## src/rtl/rtc_multi_alarm.sv

```systemverilog
// rtc_multi_alarm
//   BCD real-time-clock core with NUM_ALARMS programmable alarm slots,
//   12/24-hour display conversion and an auto-stopping ring.
//   Time is held internally in 24-hour BCD; the 12-hour view is applied
//   to the outputs only.
//
// Optional feature macro: RTC_SNOOZE_EN (snooze state and SNOOZE_SEC timer).
//
// Ports
//   clk, rst_n          system clock, synchronous active-low reset
//   set_load, set_time  1-cycle strobe loading a 24-bit BCD hh:mm:ss time
//   mode_12h            1 selects the 12-hour display
//   alarm_wr, alarm_idx,
//   alarm_time          1-cycle strobe writing a BCD hh:mm into one slot
//   alarm_en            per-slot enable
//   alarm_ack           stop ringing
//   snooze              snooze request (used only with RTC_SNOOZE_EN)
//   time_bcd, pm        displayed time and the afternoon flag
//   sec_pulse           1-cycle pulse on each seconds advance
//   set_err             1-cycle pulse when a load or slot write is rejected
//   alarm_ring          buzzer drive
//   alarm_hit           slots responsible for the current ring
//
// FSM states
//   IDLE   | no alarm active
//   RING   | buzzer on, counting seconds toward RING_SEC
//   SNOOZE | buzzer off, hit slots held, counting toward SNOOZE_SEC

module rtc_multi_alarm #(
  parameter int TICK_DIV   = 50_000_000,
  parameter int NUM_ALARMS = 4,
  parameter int RING_SEC   = 60,
  parameter int SNOOZE_SEC = 300,
  localparam int IDX_W     = (NUM_ALARMS > 1) ? $clog2(NUM_ALARMS) : 1
) (
  input  logic                  clk,
  input  logic                  rst_n,
  input  logic                  set_load,
  input  logic [23:0]           set_time,
  input  logic                  mode_12h,
  input  logic                  alarm_wr,
  input  logic [IDX_W-1:0]      alarm_idx,
  input  logic [15:0]           alarm_time,
  input  logic [NUM_ALARMS-1:0] alarm_en,
  input  logic                  alarm_ack,
  input  logic                  snooze,
  output logic [23:0]           time_bcd,
  output logic                  pm,
  output logic                  sec_pulse,
  output logic                  set_err,
  output logic                  alarm_ring,
  output logic [NUM_ALARMS-1:0] alarm_hit
);

  localparam int PW = $clog2(TICK_DIV);
  localparam logic [PW-1:0] PRESC_MAX  = PW'(TICK_DIV - 1);
  localparam logic [15:0]   RING_LIM   = 16'(RING_SEC);
  localparam logic [15:0]   SNOOZE_LIM = 16'(SNOOZE_SEC);

  typedef enum logic [1:0] {
    IDLE   = 2'd0,
    RING   = 2'd1,
    SNOOZE = 2'd2
  } state_t;

  logic [PW-1:0]  presc;
  logic [23:0]    cur_time;
  logic [23:0]    time_inc;
  logic [15:0]    slot [NUM_ALARMS];
  logic           presc_wrap;
  logic           tick;
  logic           load_ok;
  logic           wr_ok;
  logic           idx_ok;
  logic [NUM_ALARMS-1:0] match;
  logic           snooze_req;

  state_t                state, state_nxt;
  logic [NUM_ALARMS-1:0] hit_nxt;
  logic [15:0]           cnt, cnt_nxt;

  // hh:mm validity: digits <= 9, minute tens <= 5, hour <= 23
  function automatic logic hm_ok(input logic [15:0] t);
    logic hour_ok;
    hour_ok = ((t[15:12] < 4'd2) && (t[11:8] <= 4'd9)) ||
              ((t[15:12] == 4'd2) && (t[11:8] <= 4'd3));
    return hour_ok && (t[7:4] <= 4'd5) && (t[3:0] <= 4'd9);
  endfunction

  function automatic logic time_ok(input logic [23:0] t);
    return hm_ok(t[23:8]) && (t[7:4] <= 4'd5) && (t[3:0] <= 4'd9);
  endfunction

  `ifdef RTC_SNOOZE_EN
  assign snooze_req = snooze;
  `else
  logic unused_snooze;
  assign unused_snooze = snooze;
  assign snooze_req    = 1'b0;
  `endif

  assign presc_wrap = (presc == PRESC_MAX);
  // a load strobe (valid or not) owns the cycle, so the tick waits
  assign tick       = !set_load && presc_wrap;
  assign load_ok    = time_ok(set_time);
  assign idx_ok     = ({{(32-IDX_W){1'b0}}, alarm_idx} < 32'(NUM_ALARMS));
  assign wr_ok      = hm_ok(alarm_time) && idx_ok;

  // Full one-second carry chain, resolved combinationally
  always_comb begin
    logic [3:0] hs, hg, ms, mg, ts, tg;
    {hs, hg, ms, mg, ts, tg} = cur_time;
    if (tg != 4'd9) begin
      tg = tg + 4'd1;
    end else begin
      tg = 4'd0;
      if (ts != 4'd5) begin
        ts = ts + 4'd1;
      end else begin
        ts = 4'd0;
        if (mg != 4'd9) begin
          mg = mg + 4'd1;
        end else begin
          mg = 4'd0;
          if (ms != 4'd5) begin
            ms = ms + 4'd1;
          end else begin
            ms = 4'd0;
            if ((hs == 4'd2) && (hg == 4'd3)) begin
              hs = 4'd0;
              hg = 4'd0;
            end else if (hg == 4'd9) begin
              hg = 4'd0;
              hs = hs + 4'd1;
            end else begin
              hg = hg + 4'd1;
            end
          end
        end
      end
    end
    time_inc = {hs, hg, ms, mg, ts, tg};
  end

  // Matches only on a tick landing on ss=00, compared against pre-write slots
  always_comb begin
    match = '0;
    for (int i = 0; i < NUM_ALARMS; i++) begin
      match[i] = tick && (time_inc[7:0] == 8'h00) && alarm_en[i] &&
                 (slot[i] == time_inc[23:8]);
    end
  end

  always_ff @(posedge clk) begin
    if (!rst_n) begin
      presc     <= '0;
      cur_time  <= '0;
      sec_pulse <= 1'b0;
      set_err   <= 1'b0;
      for (int i = 0; i < NUM_ALARMS; i++) begin
        slot[i] <= '0;
      end
    end else begin
      sec_pulse <= 1'b0;
      set_err   <= (set_load && !load_ok) || (alarm_wr && !wr_ok);
      if (set_load) begin
        if (load_ok) begin
          cur_time <= set_time;
          presc    <= '0;
        end
      end else if (presc_wrap) begin
        presc     <= '0;
        cur_time  <= time_inc;
        sec_pulse <= 1'b1;
      end else begin
        presc <= presc + 1'b1;
      end
      if (alarm_wr && wr_ok) begin
        slot[alarm_idx] <= alarm_time;
      end
    end
  end

  // Display conversion
  always_comb begin
    logic [4:0] hour_bin;
    logic [4:0] disp_hour;
    logic [3:0] tens;
    logic [4:0] ones;
    hour_bin = ({1'b0, cur_time[23:20]} * 5'd10) + {1'b0, cur_time[19:16]};
    pm       = (hour_bin >= 5'd12);
    disp_hour = hour_bin;
    if (mode_12h) begin
      if (hour_bin == 5'd0) begin
        disp_hour = 5'd12;
      end else if (hour_bin > 5'd12) begin
        disp_hour = hour_bin - 5'd12;
      end
    end
    if (disp_hour >= 5'd20) begin
      tens = 4'd2;
      ones = disp_hour - 5'd20;
    end else if (disp_hour >= 5'd10) begin
      tens = 4'd1;
      ones = disp_hour - 5'd10;
    end else begin
      tens = 4'd0;
      ones = disp_hour;
    end
    time_bcd = {tens, ones[3:0], cur_time[15:0]};
  end

  always_ff @(posedge clk) begin
    if (!rst_n) begin
      state     <= IDLE;
      alarm_hit <= '0;
      cnt       <= '0;
    end else begin
      state     <= state_nxt;
      alarm_hit <= hit_nxt;
      cnt       <= cnt_nxt;
    end
  end

  // A fresh match always wins: it restarts the count even over ack or snooze
  always_comb begin
    state_nxt  = state;
    hit_nxt    = alarm_hit;
    cnt_nxt    = cnt;
    alarm_ring = (state == RING);
    case (state)
      IDLE: begin
        if (|match) begin
          state_nxt = RING;
          hit_nxt   = match;
          cnt_nxt   = '0;
        end
      end
      RING: begin
        if (|match) begin
          hit_nxt = alarm_hit | match;
          cnt_nxt = '0;
        end else if (alarm_ack) begin
          state_nxt = IDLE;
          hit_nxt   = '0;
          cnt_nxt   = '0;
        end else if (snooze_req) begin
          state_nxt = SNOOZE;
          cnt_nxt   = '0;
        end else if ((alarm_hit & alarm_en) == '0) begin
          state_nxt = IDLE;
          hit_nxt   = '0;
          cnt_nxt   = '0;
        end else if (tick) begin
          if (cnt + 16'd1 >= RING_LIM) begin
            state_nxt = IDLE;
            hit_nxt   = '0;
            cnt_nxt   = '0;
          end else begin
            cnt_nxt = cnt + 16'd1;
          end
        end
      end
      SNOOZE: begin
        if (|match) begin
          state_nxt = RING;
          hit_nxt   = alarm_hit | match;
          cnt_nxt   = '0;
        end else if (alarm_ack) begin
          state_nxt = IDLE;
          hit_nxt   = '0;
          cnt_nxt   = '0;
        end else if (tick) begin
          if (cnt + 16'd1 >= SNOOZE_LIM) begin
            state_nxt = RING;
            cnt_nxt   = '0;
          end else begin
            cnt_nxt = cnt + 16'd1;
          end
        end
      end
      default: begin
        state_nxt = IDLE;
        hit_nxt   = '0;
        cnt_nxt   = '0;
      end
    endcase
  end

endmodule

```

## config.mk

```make
export PLATFORM = sky130hd
export DESIGN_NAME = rtc_multi_alarm
export DESIGN_NICKNAME = d
export VERILOG_FILES = /design/src/rtl/rtc_multi_alarm.sv
export SDC_FILE = /design/constraint.sdc
export NUM_CORES = 1
export LEC_CHECK = 0
export BUFFER_PORTS_ARGS = -buffer_cell sky130_fd_sc_hd__buf_2
export CAP_MARGIN = 20
export CORE_ASPECT_RATIO = 0.6
export CORE_UTILIZATION = 35
export DETAILED_ROUTE_END_ITERATION = 8
export RECOVER_POWER = 25
export SETUP_SLACK_MARGIN = 0.02
export SYNTH_ARGS = -nofsm -noshare
export SYNTH_HDL_FRONTEND = slang
export SYNTH_SLANG_ARGS = --single-unit
```

## constraint.sdc

```tcl
create_clock -name clk -period 3.2 [get_ports clk]
set_clock_uncertainty 0.2 [all_clocks]
set_input_delay 0.16 -clock clk [delete_from_list [all_inputs] [get_ports clk]]
set_output_delay 0.16 -clock clk [all_outputs]
set_load 0.05 [all_outputs]
```

* After elaboration in Yosys (flattened, before gate mapping)
Memory sizes are Yosys's and may differ from the RTL's. Index checks and enable logic that the tools add are counted.
Operators by class: bitwise logic cells 3, order comparisons 18, mux-type cells 74, reduce and logical (&&, ||, !) cells 42, eq/ne operators 26, multiply operators 1, add/subtract/negate cells 12
Operators with widths (count):
- 16-bit two-way mux | 11
- 4-bit two-way mux | 33
- 26-bit two-way mux | 3
- 24-bit two-way mux | 3
- 16-bit equality test | 4
- 16-bit one-hot mux with 3 select lines | 1
- 26-bit by 1-bit adder with 26-bit output, second input constant | 1
- 26-bit equality test, second input constant | 1
- 4-bit by 1-bit adder with 4-bit output, second input constant | 6
- 1-bit logical AND | 24
- 2-bit two-way mux | 11
- 4-bit less-or-equal comparator, second input constant | 5
- 16-bit by 1-bit adder with 16-bit output, second input constant | 1
- 4-bit by 2-bit equality test with 1-bit output, second input constant | 4
- 16-bit by 6-bit >= comparator with 1-bit output, second input constant | 1
- 16-bit by 9-bit >= comparator with 1-bit output, second input constant | 1
- 4-bit inequality test, second input constant | 4
- 16-bit OR reduction | 1
- 5-bit two-way mux | 3
- 4-bit by 3-bit less-or-equal comparator with 1-bit output, second input constant | 3
- 4-bit one-hot mux with 3 select lines | 1
- 5-bit by 4-bit >= comparator with 1-bit output, second input constant | 2
- 5-bit by 2-bit inequality test with 1-bit output, second input constant | 2
- 4-bit by 2-bit less-or-equal comparator with 1-bit output, second input constant | 2
- other kinds (34) | 48
Storage, ports and cells: memories 1, memory bits (writable) 64, word-level logic and storage cells 184, flip-flop bits (word level) 74, output and inout bits 32, input bits 53
Memory list:
- slot | words 4, width 16, read ports 4, clocked after memory_dff 0, wr ports 4, RTL line 69 | logic [15:0] slot [NUM_ALARMS];

* Longest topological paths before layout
word-level depth 12, gate-level depth with buffers 15

* Worst setup path before layout
No wires, ideal clock.
path kind register to output, start point register cur_time[20], end point output port time_bcd[18], stages on the path, launching flop included 16, arrival 3685 ps, path slack -845 ps, required time 2840 ps, cells stage by stage dfxtp_1 > ha_1 > ha_1 > xor2_1 > inv_1 > ha_1 > and2_1 > o21ai_0 > nor2_1 > a21o_1 > inv_1 > ha_1 > nand2b_1 > a21oi_1 > o21ai_0 > o21ai_0
Between the ends: word-level cells in the longest chain between the ends 9, elaborated cells on any way between the ends 14, classes of those cells add/sub (4); mul (1); order compare (3); mux (5); reduce/logical (1)
Ends and longest elaborated chain:
- from (decl) | RTL line 67 | logic [23:0] cur_time;
- from (signal assigned) | RTL line 168 | cur_time <= set_time;
- from (signal assigned) | RTL line 173 | cur_time <= time_inc;
- 4-bit by 3-bit multiplier with 4-bit output * | RTL line 190 | hour_bin = ({1'b0, cur_time[23:20]} * 5'd10) + {1'b0, cur_time[19:16]};
- 5-bit by 4-bit adder with 5-bit output * | RTL line 190
- 5-bit by 4-bit subtractor with 5-bit output or 5-bit by 4-bit greater-than comparator with 1-bit output (tied branches) | RTL line 197, 196
- 5-bit two-way mux | RTL line 196 | end else if (hour_bin > 5'd12) begin
- 5-bit two-way mux | RTL line 194 | if (hour_bin == 5'd0) begin
- 5-bit two-way mux * | RTL line 193 | if (mode_12h) begin
- 4-bit subtractor or 5-bit by 4-bit >= comparator with 1-bit output (tied branches) | RTL line 205, 203
- 4-bit two-way mux | RTL line 203 | end else if (disp_hour >= 5'd10) begin
- 4-bit two-way mux * | RTL line 200 | if (disp_hour >= 5'd20) begin
- to (decl) | RTL line 47 | output logic [23:0] time_bcd,
Mark *: on every way between the ends. The rest lies on a longest branch, timed or not.

* Final worst setup path
start point register cur_time[20], end point output port time_bcd[19]
The elaborated chain is that of the path after synthesis.

==> results.json <==
{
  "drc": 9,
  "seq_area_um2": 3400,
  "htree_levels": 4,
  "met3_length_um": 2480,
  "r2r-start": "cur_time[20]",
  "syn_area_per_cell_um2": 8.73,
  "critPathMaxFanout": 4,
  "clock_latency_ps": 450,
  "grt_pass1_vias": 7995,
  "synth_top_area_cell": "edfxtp_1",
  "synth.top_cell.area_share": 0.218,
  "async_flop_share": 0,
  "hold_path_class": "input port to flip-flop",
  "wl_met1_um": 15700,
  "finalSetupViolCount": 26,
  "postLayoutSetupSlackWorst_ps": -620,
  "ir_drop_mv": 0.290,
  "antenna_cells": 0,
  "cp-end-kind": "output port",
  "synthTopCellsByCount": "nor2_1, nand2_1, dfxtp_1",
  "num-fill-cells": 2277,
  "io_pins": 85,
  "crit_arrival_ps": 3460,
  "status": "finished with violations",
  "port-buffer-count": 81,
  "cts_tree": "done",
  "max-clock-path-buffers": 2,
  "r2r_setup_slack_ps": -260,
  "core_um2": 24400,
  "syn_to_final_growth_pct": 42.0,
  "hold_violations": 0,
  "drv_cap": 0,
  "cts.sinks": 137,
  "rows": 44,
  "fp.dieW_um": 207,
  "finalMaxSlewViolations": 0,
  "drt-vias-per-instance": 5.35,
  "grt-ovfl-total": 0,
  "yosys_warnings": 0,
  "layout-drive-gt1-share": 0.314,
  "top_layer_used": "met4",
  "holdPathStages": 5,
  "routabilityCongestion": 0.939,
  "synth.yosys.seq_area_share": 0.384,
  "synth_area_leaders": "edfxtp_1, dfxtp_1, and2_1",
  "powerDensity_nw_per_um2": 389,
  "wirelength_um": 29700,
  "netlist_area_um2": 8810,
  "routed-wl-met2_um": 11200,
  "fin_crit_sh": 1.19,
  "p_leak_nw": 4.93,
  "hp-start": "alarm_ack",
  "fp.dieH_um": 125,
  "numCtsBuffers": 17,
  "holdPathEnd": "state[0]",
  "post_drt_wl_per_cell_um": 18.1,
  "cp.required_ps": 2840,
  "netlist_instances": 1009,
  "vias": 8788,
  "hpwl_um": 21300,
  "violations": "DRC, setup timing",
  "num-nets-final": 1381,
  "cp-startpoint": "cur_time[20]",
  "place_area_um2": 10800,
  "yosys_register_bits": 137,
  "crit_type": "flip-flop to output port",
  "start_util": 0.360,
  "antenna_left": 0,
  "grt_max_degree": 58,
  "grt_pass1_wl_um": 44800,
  "dieArea_um2": 25800,
  "rsz0062_at_grt": "yes",
  "drt-initial-drc-count": 1013,
  "yosysMostFrequentCell": "nor2_1",
  "synth_cell_types": 84,
  "fmax_mhz": 262,
  "fin_hold_ws_ps": 53.6,
  "worst_pin_slew_ps": 973,
  "clk_pin_slew_ps": 70,
  "r2r_cells": 16,
  "synth-edff-count": 64,
  "rr_endpoint": "alarm_hit[3]",
  "start_kind": "flip-flop",
  "antenna_found_initial": 0,
  "drtPass1Iterations": 7,
  "cts_root_buf": "clkbuf_16",
  "period_needed_ps": 3820,
  "final_cell_area_um2": 12500,
  "track_usage": 0.229,
  "multi_input_area_um2": 5540,
  "relSlewSlack": 0.351,
  "ys.flop_type": "dfxtp_1"
}
[critical path, cell delays in order (launching register included)]
cell and delay [ps]:
dfxtp_4 370, ha_4 160, fa_2 350, xor2_2 240
inv_2 90, ha_4 170, o21a_1 160, nor2_1 110
o21ai_2 90, a21o_1 230, ha_4 190, a211oi_4 260
nor2_1 90, o22ai_1 160, o2bb2ai_2 150, buf_6 190
[stage by stage]
stage	worst slack [ps]	std cells	utilization	power, mW	TNS (ps)
floorplan	-110	1022	-	2.42	-467
global placement	-323	1540	0.444	2.70	-6130
detailed placement	-440	1540	0.444	2.71	-7550
CTS	-613	1629	0.502	4.81	-8550
global route	-765	1642	0.512	5.03	-10060
finish	-620	1642	0.512	4.87	-6990
[area by class of cell]
| cell class | count | share of cell area |
|---|---|---|
| Inverter | 27 | 0.00810 |
| Clock buffer | 17 | 0.0340 |
| Clock inverter | 15 | 0.0126 |
| Tap cell | 322 | 0.0322 |
| Timing Repair Buffer | 336 | 0.198 |
| Multi-Input combinational cell | 788 | 0.443 |
| Sequential cell | 137 | 0.272 |
[worst max path at each step]
stage | end | slack [ps] | cells past startpoint
2_1_floorplan | time_bcd[17] | -110 | 14
3_3_place_gp | time_bcd[17] | -320 | 16
3_5_place_dp | alarm_hit[0] | -440 | 15
4_1_cts | time_bcd[19] | -610 | 15
5_1_grt | time_bcd[19] | -760 | 15
6_report | time_bcd[19] | -620 | 15
[kinds of logic after synthesis]
logic type / count (synthesis) / share of synthesized area
AO/OA/AOI/OAI: 234 / 0.170
XOR/XNOR: 64 / 0.0636
adder cells (fa/ha/maj): 21 / 0.0307
buffers and inverters: 97 / 0.0524
flip-flops: 137 / 0.384
multiplexers: 19 / 0.0261
other: 1 / 0.000426
AND/OR/NAND/NOR: 436 / 0.272
[routing by layer]
metal	track usage	up-vias
li1	-	4267
met5	0	-
met4	0.0481	0
met2	0.290	338
met1	0.380	4163
met3	0.0463	20
[sequential cells by signal, summed over array words and instances (netlist names)]
signal / flops
alarm_hit: 4
cnt: 16
cur_time: 24
presc: 26
sec_pulse: 1
set_err: 1
slot: 64
state: 1
[layout by cell type (no fill, tap or decap), types with 7 or more instances in the layout]
master / Yosys / routed
a22oi_1: 8 / 7
or3_1: 10 / 9
nand2b_1: 11 / 10
a31oi_1: 12 / 12
o21ai_0: 65 / 57
inv_6: 0 / 7
nor4_1: 20 / 17
and3_1: 20 / 16
conb_1: 1 / 14
nand3_1: 30 / 30
inv_1: 27 / 21
ha_4: 0 / 8
ha_1: 20 / 7
edfxtp_1: 64 / 64
or4_1: 9 / 7
buf_2: 5 / 51
nand2_1: 75 / 73
buf_6: 1 / 20
a21o_1: 8 / 7
clkbuf_1: 37 / 30
clkbuf_16: 0 / 17
dlygate4sd3_1: 0 / 37
o21ai_1: 5 / 7
dfxtp_1: 73 / 66
xnor2_1: 37 / 33
nor3b_1: 8 / 8
nor2_1: 90 / 88
nor2b_1: 7 / 7
buf_4: 22 / 195
nand4_1: 18 / 18
and2_1: 68 / 60
mux2i_1: 12 / 11
nor3_1: 29 / 24
xor2_1: 27 / 24
a21oi_1: 56 / 54
o21a_1: 9 / 8
[where the power goes]
part | switching, mW | internal [mW] | total (mW)
sequential | 0.0464 | 1.89 | 1.94
combinational | 0.510 | 0.409 | 0.918
clock | 0.907 | 1.10 | 2.01
total | 1.46 | 3.40 | 4.87
[what timing repair did]
item	4_1_cts	5_1_grt
setup buffers	20	14
endpoints found under the hold margin	85	0
setup endpoints to repair	26	29
resized for setup	72	47
hold buffers	37	0
pin swaps	38	28
Power figures use the tool's default switching activity.
